===== config.mk =====
export PLATFORM = sky130hd
export DESIGN_NAME = mem_stage
export DESIGN_NICKNAME = d
export VERILOG_FILES = /design/src/rtl/mem_stage_pkg.sv /design/src/rtl/mem_stage_load_align.sv /design/src/rtl/mem_stage.sv
export SDC_FILE = /design/constraint.sdc
export NUM_CORES = 1
export LEC_CHECK = 0
export CAP_MARGIN = 10
export CORE_ASPECT_RATIO = 0.75
export CORE_MARGIN = 2
export CORE_UTILIZATION = 49
export DETAILED_ROUTE_END_ITERATION = 16
export GPL_ROUTABILITY_DRIVEN = 0
export GPL_TIMING_DRIVEN = 0
export PLACE_DENSITY = 0.87
export SYNTH_ARGS = -nofsm -noshare
export SYNTH_HDL_FRONTEND = slang
export SYNTH_SLANG_ARGS = --single-unit

===== constraint.sdc =====
create_clock -name clk -period 4.5 [get_ports clk]
set_input_delay 0.9 -clock clk [delete_from_list [all_inputs] [get_ports clk]]
set_output_delay 0.9 -clock clk [all_outputs]
set_load 0.05 [all_outputs]

===== src/rtl/mem_stage_pkg.sv =====
// Shared definitions for the memory stage: funct3 size codes, FSM states, lane helpers.
// Byte-lane helpers are shared so store packing and alignment checks agree on size decoding.
package mem_stage_pkg;

  localparam int TIMEOUT_DEF = 255;

  localparam logic [2:0] F3_B  = 3'b000;
  localparam logic [2:0] F3_H  = 3'b001;
  localparam logic [2:0] F3_W  = 3'b010;
  localparam logic [2:0] F3_BU = 3'b100;
  localparam logic [2:0] F3_HU = 3'b101;

  typedef enum logic [1:0] {
    IDLE = 2'd0,
    REQ  = 2'd1,
    DONE = 2'd2
  } state_e;

  // Access size lives in funct3[1:0]; the sign bit does not affect alignment or lanes.
  function automatic logic is_misaligned(input logic [2:0] f3, input logic [1:0] a);
    case (f3[1:0])
      2'b00:   return 1'b0;
      2'b01:   return a[0];
      default: return a != 2'b00;
    endcase
  endfunction

  function automatic logic [3:0] byte_mask(input logic [2:0] f3, input logic [1:0] a);
    case (f3[1:0])
      2'b00:   return 4'b0001 << a;
      2'b01:   return 4'b0011 << a;
      default: return 4'b1111;
    endcase
  endfunction

  function automatic logic [31:0] store_lanes(input logic [2:0] f3, input logic [1:0] a,
                                              input logic [31:0] d);
    logic [31:0] m;
    case (f3[1:0])
      2'b00:   m = {24'h0, d[7:0]};
      2'b01:   m = {16'h0, d[15:0]};
      default: m = d;
    endcase
    return m << {a, 3'b000};
  endfunction

endpackage


===== src/rtl/mem_stage_load_align.sv =====
// load_align: selects the addressed byte/halfword of a read word and sign/zero-extends it.
// Purely combinational, no handshake.
module load_align
  import mem_stage_pkg::*;
(
  input  logic [31:0] word_i,
  input  logic [1:0]  off_i,
  input  logic [2:0]  funct3_i,
  output logic [31:0] data_o
);

  logic [15:0] lane;

  assign lane = 16'(word_i >> {off_i, 3'b000});

  always_comb begin
    data_o = word_i;
    case (funct3_i)
      F3_B:    data_o = {{24{lane[7]}}, lane[7:0]};
      F3_H:    data_o = {{16{lane[15]}}, lane[15:0]};
      F3_BU:   data_o = {24'h0, lane[7:0]};
      F3_HU:   data_o = {16'h0, lane};
      F3_W:    data_o = word_i;
      default: data_o = word_i;
    endcase
  end

endmodule


===== src/rtl/mem_stage.sv =====
// mem_stage: ALU results pass through with zero latency; loads/stores run IDLE->REQ->DONE.
// stall_req holds upstream from op acceptance until DONE (or bus error / misalign release).
module mem_stage
  import mem_stage_pkg::*;
#(
  parameter int TIMEOUT = TIMEOUT_DEF
) (
  input  logic        clk,
  input  logic        rst,
  input  logic        rd_we_i,
  input  logic [4:0]  rd_addr_i,
  input  logic [31:0] alu_res_i,
  input  logic [31:0] st_data_i,
  input  logic        mem_rd_i,
  input  logic        mem_wr_i,
  input  logic [2:0]  funct3_i,
  output logic        dm_req,
  output logic        dm_we,
  output logic [31:0] dm_addr,
  output logic [31:0] dm_wdata,
  output logic [3:0]  dm_be,
  input  logic        dm_ack,
  input  logic [31:0] dm_rdata,
  output logic        rd_we,
  output logic [4:0]  rd_addr,
  output logic [31:0] rd_data,
  output logic        stall_req,
  output logic        misalign,
  output logic        bus_err
);

  localparam int CW = (TIMEOUT > 1) ? $clog2(TIMEOUT) : 1;
  localparam logic [CW-1:0] CNT_LAST = CW'(TIMEOUT - 1);

  state_e      state_q, state_d;
  logic [CW-1:0] cnt_q, cnt_d;
  logic [31:0] load_buf_q, load_buf_d;
  logic        dm_req_q, dm_req_d;
  logic        dm_we_q, dm_we_d;
  logic [31:0] dm_addr_q, dm_addr_d;
  logic [31:0] dm_wdata_q, dm_wdata_d;
  logic [3:0]  dm_be_q, dm_be_d;

  logic        mem_op;
  logic        bad_align;
  logic [31:0] load_fmt;

  // Gating with rst keeps the stage in pure pass-through while held in reset.
  assign mem_op    = rst & (mem_rd_i | mem_wr_i);
  assign bad_align = is_misaligned(funct3_i, alu_res_i[1:0]);

  load_align u_load_align (
    .word_i   (dm_rdata),
    .off_i    (alu_res_i[1:0]),
    .funct3_i (funct3_i),
    .data_o   (load_fmt)
  );

  always_ff @(posedge clk or negedge rst) begin
    if (!rst) begin
      state_q    <= IDLE;
      cnt_q      <= '0;
      load_buf_q <= '0;
      dm_req_q   <= 1'b0;
      dm_we_q    <= 1'b0;
      dm_addr_q  <= '0;
      dm_wdata_q <= '0;
      dm_be_q    <= '0;
    end else begin
      state_q    <= state_d;
      cnt_q      <= cnt_d;
      load_buf_q <= load_buf_d;
      dm_req_q   <= dm_req_d;
      dm_we_q    <= dm_we_d;
      dm_addr_q  <= dm_addr_d;
      dm_wdata_q <= dm_wdata_d;
      dm_be_q    <= dm_be_d;
    end
  end

  always_comb begin
    state_d    = state_q;
    cnt_d      = cnt_q;
    load_buf_d = load_buf_q;
    dm_req_d   = dm_req_q;
    dm_we_d    = dm_we_q;
    dm_addr_d  = dm_addr_q;
    dm_wdata_d = dm_wdata_q;
    dm_be_d    = dm_be_q;
    rd_we      = 1'b0;
    rd_addr    = rd_addr_i;
    rd_data    = alu_res_i;
    stall_req  = 1'b0;
    misalign   = 1'b0;
    bus_err    = 1'b0;

    case (state_q)
      IDLE: begin
        cnt_d = '0;
        if (!mem_op) begin
          rd_we = rd_we_i;
        end else if (bad_align) begin
          misalign = 1'b1;
        end else begin
          stall_req  = 1'b1;
          dm_req_d   = 1'b1;
          dm_we_d    = mem_wr_i;
          dm_addr_d  = {alu_res_i[31:2], 2'b00};
          dm_be_d    = byte_mask(funct3_i, alu_res_i[1:0]);
          dm_wdata_d = store_lanes(funct3_i, alu_res_i[1:0], st_data_i);
          state_d    = REQ;
        end
      end
      REQ: begin
        stall_req = 1'b1;
        if (dm_ack) begin
          if (!dm_we_q) load_buf_d = load_fmt;
          dm_req_d = 1'b0;
          cnt_d    = '0;
          state_d  = DONE;
        end else if (cnt_q == CNT_LAST) begin
          bus_err   = 1'b1;
          stall_req = 1'b0;
          dm_req_d  = 1'b0;
          cnt_d     = '0;
          state_d   = IDLE;
        end else begin
          cnt_d = cnt_q + 1'b1;
        end
      end
      DONE: begin
        if (!dm_we_q) begin
          rd_we   = rd_we_i;
          rd_data = load_buf_q;
        end
        state_d = IDLE;
      end
      default: state_d = IDLE;
    endcase
  end

  assign dm_req   = dm_req_q;
  assign dm_we    = dm_we_q;
  assign dm_addr  = dm_addr_q;
  assign dm_wdata = dm_wdata_q;
  assign dm_be    = dm_be_q;

endmodule


---- After elaboration in Yosys (flattened, before gate mapping) ----
Index checks and enable logic that the tools add are counted.
operators by class
  $add $sub $neg .......................... 1
  equal/unequal tests ..................... 10
  shift-type cells ........................ 4
  mux-type cells .......................... 36
  bitwise logic cells ..................... 4
  reductions and logical operators ........ 9
operators by type and width
  operator                                                            count
  32-bit 2-to-1 mux                                                   5
  32-bit one-hot mux with 4 select lines                              1
  32-bit one-hot mux with 2 select lines                              1
  32-bit by 5-bit left shift with 32-bit output                       1
  32-bit by 5-bit right shift with 16-bit output                      1
  1-bit 2-to-1 mux                                                    16
  8-bit 2-to-1 mux                                                    2
  8-bit one-hot mux with 2 select lines                               1
  3-bit AND reduction                                                 3
  8-bit by 1-bit adder with 8-bit output (second input constant)      1
  8-bit == test (second input constant)                               1
  2-bit 2-to-1 mux                                                    4
  1-bit one-hot mux with 2 select lines                               4
  4-bit one-hot mux with 2 select lines                               1
  3-bit == test (second input constant)                               2
  2-bit by 1-bit == test with 1-bit output (second input constant)    2
  2-bit zero test                                                     2
  2-bit != test (second input constant)                               2
  2-bit one-hot mux with 2 select lines                               1
  4-bit AND reduction                                                 1
  2-bit nonzero test                                                  2
  1-bit by 2-bit left shift with 4-bit output (first input constant)  1
  2-bit by 2-bit left shift with 4-bit output (first input constant)  1
  3-bit by 1-bit == test with 1-bit output (second input constant)    1
  other kinds (6)                                                     7
word-level totals
  register bits after elaboration ......... 110
  input port bits ......................... 110
  output and inout bits ................... 111
  word-level logic and storage cells ...... 72

---- Logic depth before layout (Yosys ltp) ----
Gate-level depths: netlist (run 1).
  depth after elaboration ................. 6
  gate-level depth with buffers ........... 9
  mapped depth without buffers ............ 6

---- Hierarchy ----
A second synthesis (run 1) with hierarchy kept.
second synthesis, totals
  cell total of the unflattened synthesis .. 610
  area total of the unflattened synthesis .. 5985.7 um^2
by module, submodules not included
  module      times used  cells an instance  area an instance (um^2)  sequential area each (um^2)
  mem_stage   1           504                5293.8                   2752.6
  load_align  1           106                691.9                    0.0

---- Worst setup path after synthesis (run 1) ----
Ideal clock, no wire load.
  path type ............................... input port to output port
  start point ............................. input alu_res_i[1]
  end point ............................... output misalign
  data arrival time ....................... 2921 ps
  data required time ...................... 3600 ps
  path slack .............................. 679 ps
  cell stages on the path ................. 6
  buffers on the path ..................... 4
  cells stage by stage .................... clkbuf_1 clkbuf_1 clkbuf_1 clkbuf_1 o21ai_0 a21oi_1
between the ends
  word-level cells in the longest chain between the ends .. 5
ends and longest elaborated chain
  item                                   line                 source
  start: declaration                     mem_stage.sv:12      input logic [31:0] alu_res_i,
  2-bit nonzero test                     mem_stage_pkg.sv:24  default: return a != 2'b00;
  1-bit one-hot mux with 2 select lines  mem_stage_pkg.sv:21  case (f3[1:0])
  1-bit 2-to-1 mux                       mem_stage.sv:102     end else if (bad_align) begin
  1-bit 2-to-1 mux                       mem_stage.sv:100     if (!mem_op) begin
  1-bit 2-to-1 mux                       mem_stage.sv:97      case (state_q)
  end: declaration                       mem_stage.sv:28      output logic misalign,
No other way between the ends.

---- Worst setup path after layout (run 1) ----
  start point ............................. input rst
  end point ............................... output stall_req
between the ends
  word-level cells in the longest chain between the ends .. 3
ends and longest elaborated chain
  item                                   line              source
  start: declaration                     mem_stage.sv:9    input logic rst,
  1-bit bitwise AND                      mem_stage.sv:49   assign mem_op = rst & (mem_rd_i | mem_wr_i);
  1-bit 2-to-1 mux                       mem_stage.sv:100
  1-bit one-hot mux with 2 select lines  mem_stage.sv:97
  end: declaration                       mem_stage.sv:27   output logic stall_req,
No other way between the ends.

==> results by stage, run 1 <==
Status:
- The run finished with clean final reports.

Routing:
- Dividing the detail-routed via count by the number of cells gives 5.835.
- The first TritonRoute pass finished after 5 iterations.
- In this run, the number of DRC markers left after iteration 0 of detailed routing was 524.
- After detailed routing, the total wire length is 19920 um.
- The antenna violation net count after detailed routing is 0.
- The routed layout has 5993 vias.
- The wire length per cell after detailed routing is 19.40 um.
- For this run, design rule violations remaining after detail routing come to 0.

Placed design:
- Once placement finished, the instance area stood at 0.008289 mm^2.
- Once detailed placement completed, the half-perimeter wirelength came to 15130 um.
- The number of instances in the placed design is 1011.
- The number of buffers inserted by port buffering is 211.
- Timing analysis after detailed placement gives a worst setup slack of -0.6112 ns.

Clocking:
- Clock tree synthesis selected as its root buffer the cell sky130_fd_sc_hd__clkbuf_16.
- The longest clock path from root to sink contains 2 buffers.
- The clock buffer count from CTS is 9.
- After clock tree synthesis, the clock-pin slew on the worst setup and hold paths is 0.07 ns.
- The count of hold buffers inserted by post-cts repair is 0.
- TritonCTS built the clock tree.
- In this run the number of H-tree levels came out at 3.
- The later pin in the worst-skew pair is clocked with a latency of 0.34 ns.
- The number of clock sinks is 110.

Synthesis:
- The dominant register cell in the synthesized netlist is sky130_fd_sc_hd__dfrtp_1.
- The flop and latch count out of synthesis is 110.
- Counting distinct cell types in the post-synthesis netlist gives 55.
- A synthesized cell averages 9.349 um^2.
- In the synthesized netlist the async set-or-reset flop fraction comes to 1.000.
- In this run the cell area of the synthesized design comes to 0.005946 mm^2.
- In this run, synthesis inferred 0 flip-flops with an integrated enable.
- The synthesized instance count is 636.
- Of the synthesized area, sequential elements account for 0.4630.
- Yosys printed 0 warnings.

Layout:
- The summed area of non-filler cells in the final layout is 0.008648 mm^2.
- The synthesis-to-layout area growth is 45.45%.
- Of the cells placed in the final design, the portion with a size suffix greater than 1 is 0.1191.
- The multi-input combinational cells in the finished layout cover a total of 0.002874 mm^2.
- Measured on the finished design, the core utilization comes to 0.7393.
- The repair_antennas step left the layout with diodes totalling 0.
- The area used by sequential logic in the layout is 0.002753 mm^2.
- The filler cells instantiated in the layout total 847.
- The final layout contains 972 nets.
- The final instance count without filler cells is 1027.

Worst setup path:
- The sort of element at the end of the critical path is an output port.
- For the worst setup path, the data required time is 3.60 ns.
- In this run the worst setup path begins at rst.
- The startpoint class of the critical path is an input port.
- The critical path in this run is classified as in -> out.
- The worst reg2reg path startpoint is state_q[1]$_DFFE_PN0P_.
- The end of the worst register-to-register path is dm_wdata[29]$_DFFE_PN0P_.
- The cell depth of the worst flop-to-flop path is 8.
- The setup check on the worst reg-to-reg path leaves a slack of 2.11 ns.
- Along the worst path, the maximum fanout reaches 40.
- At the worst endpoint, the arrival time is 3.36 ns.

Die:
- The initial standard-cell utilization of the core is 0.5082.
- During I/O placement, the number of pins put on the boundary was 221.
- The die covers 0.01304 mm^2.
- The floorplan step set the die width to 131.2 um.
- The total area inside the core boundary comes to 0.01170 mm^2.
- In this run the core area contains 34 standard-cell rows.
- The floorplan step set the die height to 99.40 um.

Timing:
- Derived from the worst setup path, the maximum achievable clock frequency is 234.5 MHz.
- For the pin with the worst max-slew slack, the measured transition is 0.8254 ns.
- The final worst-path setup slack is 0.2361 ns.
- The max-slew violation total from the final report came to 0.
- Dividing the final minimum period by the clock period gives 0.9475.
- The worst slew slack as a fraction of its limit is 0.4467.
- The final-report setup violation count is 0.
- The clock arrives with 0.004515 ns of skew.
- Setup repair after global routing left no endpoint under its margin.
- The post-layout minimum cycle time is 4.264 ns.
- The final-report hold violation count was 0.
- Hold timing on the final database bottoms out at a slack of 0.4555 ns.
- The final-layout setup total negative slack is 0 ns.

Global routing:
- The met2 layer usage reported by global route is 0.4992.
- The met1 track demand over resource in global routing is 0.4101.
- The first-pass GRT wire length is 31510 um.
- The number of global-route vias before repair is 5971.
- The fraction of met3 tracks used by global routing is 0.07034.
- After global routing the overflow that remains totals 0.
- The total routing usage reported by global routing is 0.3029.
- The largest net degree at the start of global routing is 74.
- The most crowded layer after global routing is met2.
- The initial antenna violation count was 1.

Power and ir drop:
- Summed over all cells, the static leakage comes to 3.867 nW.
- The highest ir drop seen on vdd is 0.2865 mV.
- The power per cell area is 482.4 mW/mm^2.
- The overall power of the completed layout is 4.172 mW.

Hold path:
- The path class of the tightest hold or removal check is in -> async.

Job:
- The max-capacitance violation count is 0.
==> layer usage <==
layer | vias up | wire (um)
li1 | 2685 | -
met1 | 2914 | 8378
met2 | 347 | 9262
met3 | 45 | 1836
met4 | 2 | 429
met5 | - | 13
==> synth_stat cells (3+ instances only) <==
| library cell | instances | area (um^2) |
|---|---|---|
| sky130_fd_sc_hd__o21a_1 | 10 | 75.07 |
| sky130_fd_sc_hd__buf_4 | 7 | 52.55 |
| sky130_fd_sc_hd__nand4_1 | 3 | 18.77 |
| sky130_fd_sc_hd__a31oi_1 | 3 | 18.77 |
| sky130_fd_sc_hd__nand3_1 | 36 | 180.2 |
| sky130_fd_sc_hd__o2bb2ai_1 | 8 | 70.07 |
| sky130_fd_sc_hd__nand2b_1 | 5 | 31.28 |
| sky130_fd_sc_hd__a32o_1 | 6 | 60.06 |
| sky130_fd_sc_hd__nor2b_1 | 12 | 75.07 |
| sky130_fd_sc_hd__clkbuf_1 | 28 | 105.1 |
| sky130_fd_sc_hd__mux2_2 | 40 | 450.4 |
| sky130_fd_sc_hd__mux2i_1 | 25 | 250.2 |
| sky130_fd_sc_hd__o21ai_0 | 25 | 125.1 |
| sky130_fd_sc_hd__o22ai_1 | 8 | 50.05 |
| sky130_fd_sc_hd__o211ai_1 | 3 | 22.52 |
| sky130_fd_sc_hd__a21o_1 | 3 | 22.52 |
| sky130_fd_sc_hd__a22oi_1 | 24 | 180.2 |
| sky130_fd_sc_hd__inv_1 | 14 | 52.55 |
| sky130_fd_sc_hd__buf_2 | 16 | 80.08 |
| sky130_fd_sc_hd__buf_1 | 4 | 15.01 |
| sky130_fd_sc_hd__o31ai_1 | 8 | 60.06 |
| sky130_fd_sc_hd__a21oi_1 | 13 | 65.06 |
| sky130_fd_sc_hd__nand3_2 | 10 | 100.1 |
| sky130_fd_sc_hd__nor3_1 | 4 | 20.02 |
| sky130_fd_sc_hd__nor2_1 | 8 | 30.03 |
| sky130_fd_sc_hd__dfrtp_1 | 110 | 2753 |
| sky130_fd_sc_hd__nand2_1 | 164 | 615.6 |
| sky130_fd_sc_hd__o221ai_1 | 8 | 70.07 |
==> flip-flops by register name, summed over array words and instances, names as in the netlist <==
register / flops
cnt_q: 8
dm_addr: 30
dm_be: 4
dm_req: 1
dm_wdata: 32
dm_we: 1
load_buf_q: 32
state_q: 2
==> how the worst max path moves through the flow <==
stage	slack [ns]	to	cells past startpoint
global route	0.007	stall_req	9
detailed placement	-0.61	stall_req	9
finish	0.24	stall_req	9
CTS	-0.17	stall_req	9
floorplan	0.68	misalign	6
global placement	-4.62	stall_req	8
==> power by group <==
part | total (mW) | switching [mW] | internal (mW) | leakage [nW]
clock | 0.883 | 0.365 | 0.519 | 0.162
combinational | 1.80 | 1.15 | 0.651 | 2.31
sequential | 1.49 | 0.201 | 1.29 | 1.39
total | 4.17 | 1.72 | 2.46 | 3.87
==> area by class of cell <==
cell class                      count  share of cell area
Buffer                             56             0.03139
Clock inverter                      5            0.009404
Tap cell                          162             0.02344
Sequential cell                   110              0.3183
Clock buffer                       11             0.02922
Timing Repair Buffer              213              0.2499
Inverter                           14            0.006076
Multi-Input combinational cell    456              0.3323
==> kinds of logic after synthesis <==
group / count (synthesis) / synth area share
xor gates and xnor gates: 2 / 0.002947
AOI/OAI and AO/OA: 128 / 0.1515
muxes: 67 / 0.1254
other: 1 / 0.0006307
and+or+nand+nor: 255 / 0.1972
adders and majority gates: 2 / 0.004208
DFF: 110 / 0.4630
buffers and inverters: 71 / 0.05513
==> placed cells by master, fill, tap and decap left out, drive strengths merged, types with 10 or more instances in the layout <==
cell and count:
clkdlybuf4s50 207, nand2 164, dfrtp 110, nand3 46
mux2 40, clkbuf 40, buf 31, o21ai 26
mux2i 25, a22oi 24, inv 14, a21oi 13
nor2b 12, o21a 10
==> timing repair <==
action	in CTS	in global routing
endpoints found under the setup margin	3	12
gates resized for setup	7	3
cloned	0	1
endpoints found under the hold margin	0	0
setup buffers	0	0
==> critical path: stages <==
cell and delay, ns:
sky130_fd_sc_hd__buf_6 0.32, sky130_fd_sc_hd__buf_16 0.27, sky130_fd_sc_hd__o21ai_1 0.23, sky130_fd_sc_hd__or4b_1 0.58, sky130_fd_sc_hd__clkbuf_1 0.19, sky130_fd_sc_hd__buf_2 0.22, sky130_fd_sc_hd__buf_2 0.22, sky130_fd_sc_hd__o21ai_0 0.11
sky130_fd_sc_hd__clkbuf_2 0.30
No activity file was read; power rests on OpenSTA's default activity.
==> inputs of run 2 (changes only) <==
Settings changed: HOLD_SLACK_MARGIN set to 0.12.
==> results of run 2 <==
Final layout, timing and power as in run 1 (identical DEF).
==> inputs of run 3 (changes only) <==
Settings changed: ABC_AREA set to 1, CORE_UTILIZATION 49 to 50, SYNTH_HIERARCHICAL set to 1.
==> run 3 against run 2 <==
Against the previous run: wire length rose by 8.1%; power rose by 0.65%; die area rose by 7.5%; area after synthesis rose by 10%; register-to-register slack improved by 0.68 ns; clock skew rose by 0.0094 ns; non-clock buffer count rose by 7; combinational power rose by 8%; clock power fell by 10%; clock-buffer cell count fell by 2; fmax rose by 2.0%.
==> results by stage, run 3 <==
Status:
- The flow ran to the end, and the final reports show no timing, DRC or antenna violations.

Timing:
- The final-report setup violation count is 0 (unchanged).
- The actual transition at the worst max-transition pin is 0.6635 ns (-0.1619 ns).
- The final-report hold violation count is 0 (unchanged).
- The worst slew slack as a fraction of its limit was 0.5560 (+0.1093).
- The worst setup skew after layout was 0.01388 ns (+0.009369 ns).
- The period utilization is 0.9292 (-0.01831).
- The max-slew violation total from the final report was 0 (unchanged).
- The final worst-path setup slack came to 0.3185 ns (+0.08239 ns).
- Setup repair after global routing left no endpoint under its margin.
- The maximum achievable frequency is 239.1 MHz (+2.0%).
- The post-layout minimum cycle time is 4.182 ns (-0.08239 ns).
- The final-layout setup total negative slack was 0 ns (unchanged).

Power and ir drop:
- The power per cell area was 456.9 mW/mm^2 (-5.3%).
- The highest ir drop seen on vdd is 0.3310 mV (+16%).
- The static leakage is 4.574 nW (+18%).

Clocking:
- The post-CTS setup-driven buffer insertion count is 0 (unchanged).
- TritonCTS built the clock tree.
- The clock tree buffer depth is 2 (unchanged).
- The clock transition at the register clock pins on the worst setup and hold paths after CTS is 0.07 ns (about the same).
- The H-tree depth reported by CTS is 3 (unchanged).
- The clock latency of the later-clocked register in the worst-skew pair is 0.34 ns (about the same).
- The clock buffer count from CTS came to 9 (unchanged).
- The CTS root buffer is sky130_fd_sc_hd__clkbuf_16.
- The number of clock sinks is 110 (unchanged).
- The count of hold buffers inserted by post-cts repair is 0 (unchanged).

Synthesis:
- After synthesis, the cell types taking the most area are sky130_fd_sc_hd__dfrtp_1, sky130_fd_sc_hd__nand2_1, sky130_fd_sc_hd__nand3_1.
- The post-synthesis cell area came to 0.006540 mm^2 (+10%).
- The most repeated cell in the gate-level netlist after synthesis is sky130_fd_sc_hd__nand2_1.
- The number of enable flip-flop cells after synthesis is 0 (unchanged).
- The area share of and/or/nand/nor cells after synthesis is 0.3566 (+0.1594).
- The dominant register cell in the synthesized netlist is sky130_fd_sc_hd__dfrtp_1.
- The arithmetic-cell share of the synthesized area counting full adders, half adders and majority gates is 0.003826 (-0.0003825).
- The number of distinct library cells after synthesis came to 36 (-35%).
- The synthesized area per cell is 6.995 um^2 (-25%).
- The synthesized instance count came to 935 (+47%).
- Counting instances in the post-synthesis netlist gives the leading cell types as sky130_fd_sc_hd__nand2_1, sky130_fd_sc_hd__dfrtp_1, sky130_fd_sc_hd__nand3_1.
- By area, the combinational part of the netlist is dominated by simple AND/OR/NAND/NOR gates.
- The synthesis warning total is 6 (+6).
- The proportion of synthesized area in mux cells is 0 (-0.1254).
- The compound-cell area share of the yosys netlist is 0.1090 (-0.04247).
- The post-synthesis async set-or-reset flop share is 1.000 (unchanged).
- The share of the synthesized area in the top cell type is 0.4209 (-0.04207).
- The fraction of the yosys area taken by sequential cells is 0.4209 (-0.04207).
- The synthesized-area fraction occupied by xor and xnor cells is 0.004018 (+0.001071).
- The flop and latch count out of synthesis is 110 (unchanged).
- sky130_fd_sc_hd__dfrtp_1 takes more of the synthesized area than any other cell.

Layout:
- The commonest non-fill, non-tap cell in the layout is sky130_fd_sc_hd__nand2_1.
- The total of fill cells in the finished design is 1069 (+26%).
- The ratio of cells with drive above 1 in the final layout was 0.08677 (-0.03231).
- The end-of-flow core utilization is 0.7135 (-0.02577).
- In the layout the commonest cells are sky130_fd_sc_hd__nand2_1, sky130_fd_sc_hd__clkdlybuf4s50_1, sky130_fd_sc_hd__dfrtp_1, sky130_fd_sc_hd__nand3_1, sky130_fd_sc_hd__nor2_1.
- The number of nets in the layout is 1271 (+31%).
- The synthesis-to-layout area growth is 40.54%.
- The final antenna diode count is 0 (unchanged).

Die:
- The width of the die is 136.1 um (+3.7%).
- The core area is 0.01288 mm^2 (+10%).
- The floorplan die height is 103.0 um (+3.7%).
- The initial standard-cell utilization of the core came to 0.5077 (-0.0005624).
- The number of standard-cell rows in the floorplan was 36 (+5.9%).
- The count of boundary I/O pins is 221 (unchanged).
- The die area is 0.01402 mm^2 (+7.5%).

Routing:
- The antenna violation net count after detailed routing came to 0 (unchanged).
- The detail-routed via count per cell is 5.437 (-6.8%).
- The number of iterations in the first detailed-routing pass is 6 (+1).
- The total number of vias was 7258 (+21%).
- The wire length per cell after detailed routing is 16.12 um (-17%).
- The number of DRC markers in iteration 0 is 807 (+54%).
- The overall routed net length came to 21530 um (+8.1%).
- The DRC violations left is 0 (unchanged).

Global routing:
- The largest net degree at the start of global routing is 70 (-5.4%).
- The first-pass GRT wire length is 33380 um (+5.9%).
- The total routing usage reported by global routing is 0.3064 (+0.003491).
- The aggregate global routing overflow is 0 (unchanged).
- The number of global-route vias before repair is 6552 (+9.7%).
- The initial antenna violation count is 0 (-1).

Worst setup path:
- The largest individual stage delay along the critical path comes from the cell sky130_fd_sc_hd__clkdlybuf4s50_1.
- The startpoint class of the critical path is an input port.
- The worst setup path is of the in -> out kind.
- The largest fanout of any net on the critical path is 10 (-75%).
- The sort of element at the end of the critical path is an output port.
- The data arrival time of the critical path is 3.28 ns (-0.08 ns).
- The critical path goes through clkdlybuf4s50_1, nor2_4, nor2_2, inv_2, nand2_2, buf_6, buf_4, nand2_1, clkdlybuf4s50_1.
- The maximum cell stage delay along the critical path is 0.80 ns (+0.22 ns).
- The data required time of the critical path is 3.60 ns (about the same).
- The most common cell type on the critical path is sky130_fd_sc_hd__clkdlybuf4s50_1.

Job:
- The max-capacitance violation count is 0 (unchanged).

Hold path:
- The class of the tightest hold or removal check is reg -> reg.

Placed design:
- The number of buffers inserted by port buffering is 211 (unchanged).
- The post-detailed-placement half-perimeter wirelength was 16800 um (+11%).
- The worst slack at placement is 0.09822 ns (+0.7094 ns).
run 3: cell types whose count changed in the layout (fill, tap and decap cells not counted), moves of 40 or more:
cell,change
sky130_fd_sc_hd__inv_1,+51
sky130_fd_sc_hd__nand2_1,+175
sky130_fd_sc_hd__nor2_1,+72
sky130_fd_sc_hd__mux2_2,-40
sky130_fd_sc_hd__nand3_1,+57
sky130_fd_sc_hd__o21ai_0,+43
run 3: per-stage QoR:
stage	cells	area [um^2]	power, mW	hold slack (ns)
after floorplan	936	6544	2.685	0.4426
after global placement	1318	8870	3.370	0.4576
after detailed placement	1319	8887	3.408	0.4594
after CTS	1335	9188	4.200	0.4803
after global routing	1335	9191	4.420	0.5007
final	1335	9191	4.199	0.4780
run 3: cell families after synthesis:
| family | Yosys count |
|---|---|
| compound gates | 132 |
| xor+xnor | 3 |
| fa+ha+maj | 2 |
| buf+inv | 136 |
| flops | 110 |
| other cells | 1 |
| simple gates | 551 |
run 3: final timing paths:
path / from / end / slack (ns) / cells past startpoint
hold / removal: load_buf_q[23]$_DFFE_PN0P_ / load_buf_q[23]$_DFFE_PN0P_ / 0.48 / 2
setup / recovery: alu_res_i[0] / stall_req / 0.32 / 9
max in group asynchronous: rst / dm_addr[5]$_DFFE_PN0P_ / 3.27 / 2
hold reg to reg: load_buf_q[23]$_DFFE_PN0P_ / load_buf_q[23]$_DFFE_PN0P_ / 0.48 / 2
setup reg to reg: state_q[0]$_DFFE_PN0P_ / dm_be[3]$_DFFE_PN0P_ / 2.79 / 6
min in group asynchronous: rst / dm_addr[20]$_DFFE_PN0P_ / 0.54 / 1
run 3: metal layers:
layer,track usage,vias to the layer above,part of all wire
met4,0.07692,0,0.022
met2,0.4530,437,0.43
met1,0.4487,3374,0.43
met5,0,-,0
li1,-,3400,-
met3,0.08210,47,0.12
run 3: power breakdown:
group	switching (mW)	internal (mW)	leakage, nW	total, mW
logic	1.30	0.649	3.01	1.95
registers	0.170	1.29	1.41	1.46
clock network	0.401	0.394	0.148	0.795
total	1.87	2.33	4.57	4.20
run 3: cell type report:
| type | instances | area, um^2 | area share |
|---|---|---|---|
| tap | 171 | 214.0 | 0.02328 |
| clock buffer | 9 | 225.2 | 0.02450 |
| multi-input combinational | 690 | 3104 | 0.3377 |
| clock inverter | 7 | 75.07 | 0.008168 |
| inverter | 72 | 277.8 | 0.03022 |
| buffer | 64 | 409.1 | 0.04451 |
| timing repair buffer | 212 | 2133 | 0.2321 |
| sequential | 110 | 2753 | 0.2995 |
run 3: worst max-delay path: cells and delay by family:
kind,cells,cell delay [ns]
buffers and inverters,5,1.79
AND/OR/NAND/NOR,4,0.58
run 3: timing repair:
action                                  in CTS  in global routing
gates resized for setup                      0                  1
hold endpoints to repair                     0                  0
endpoints found under the setup margin       0                  1
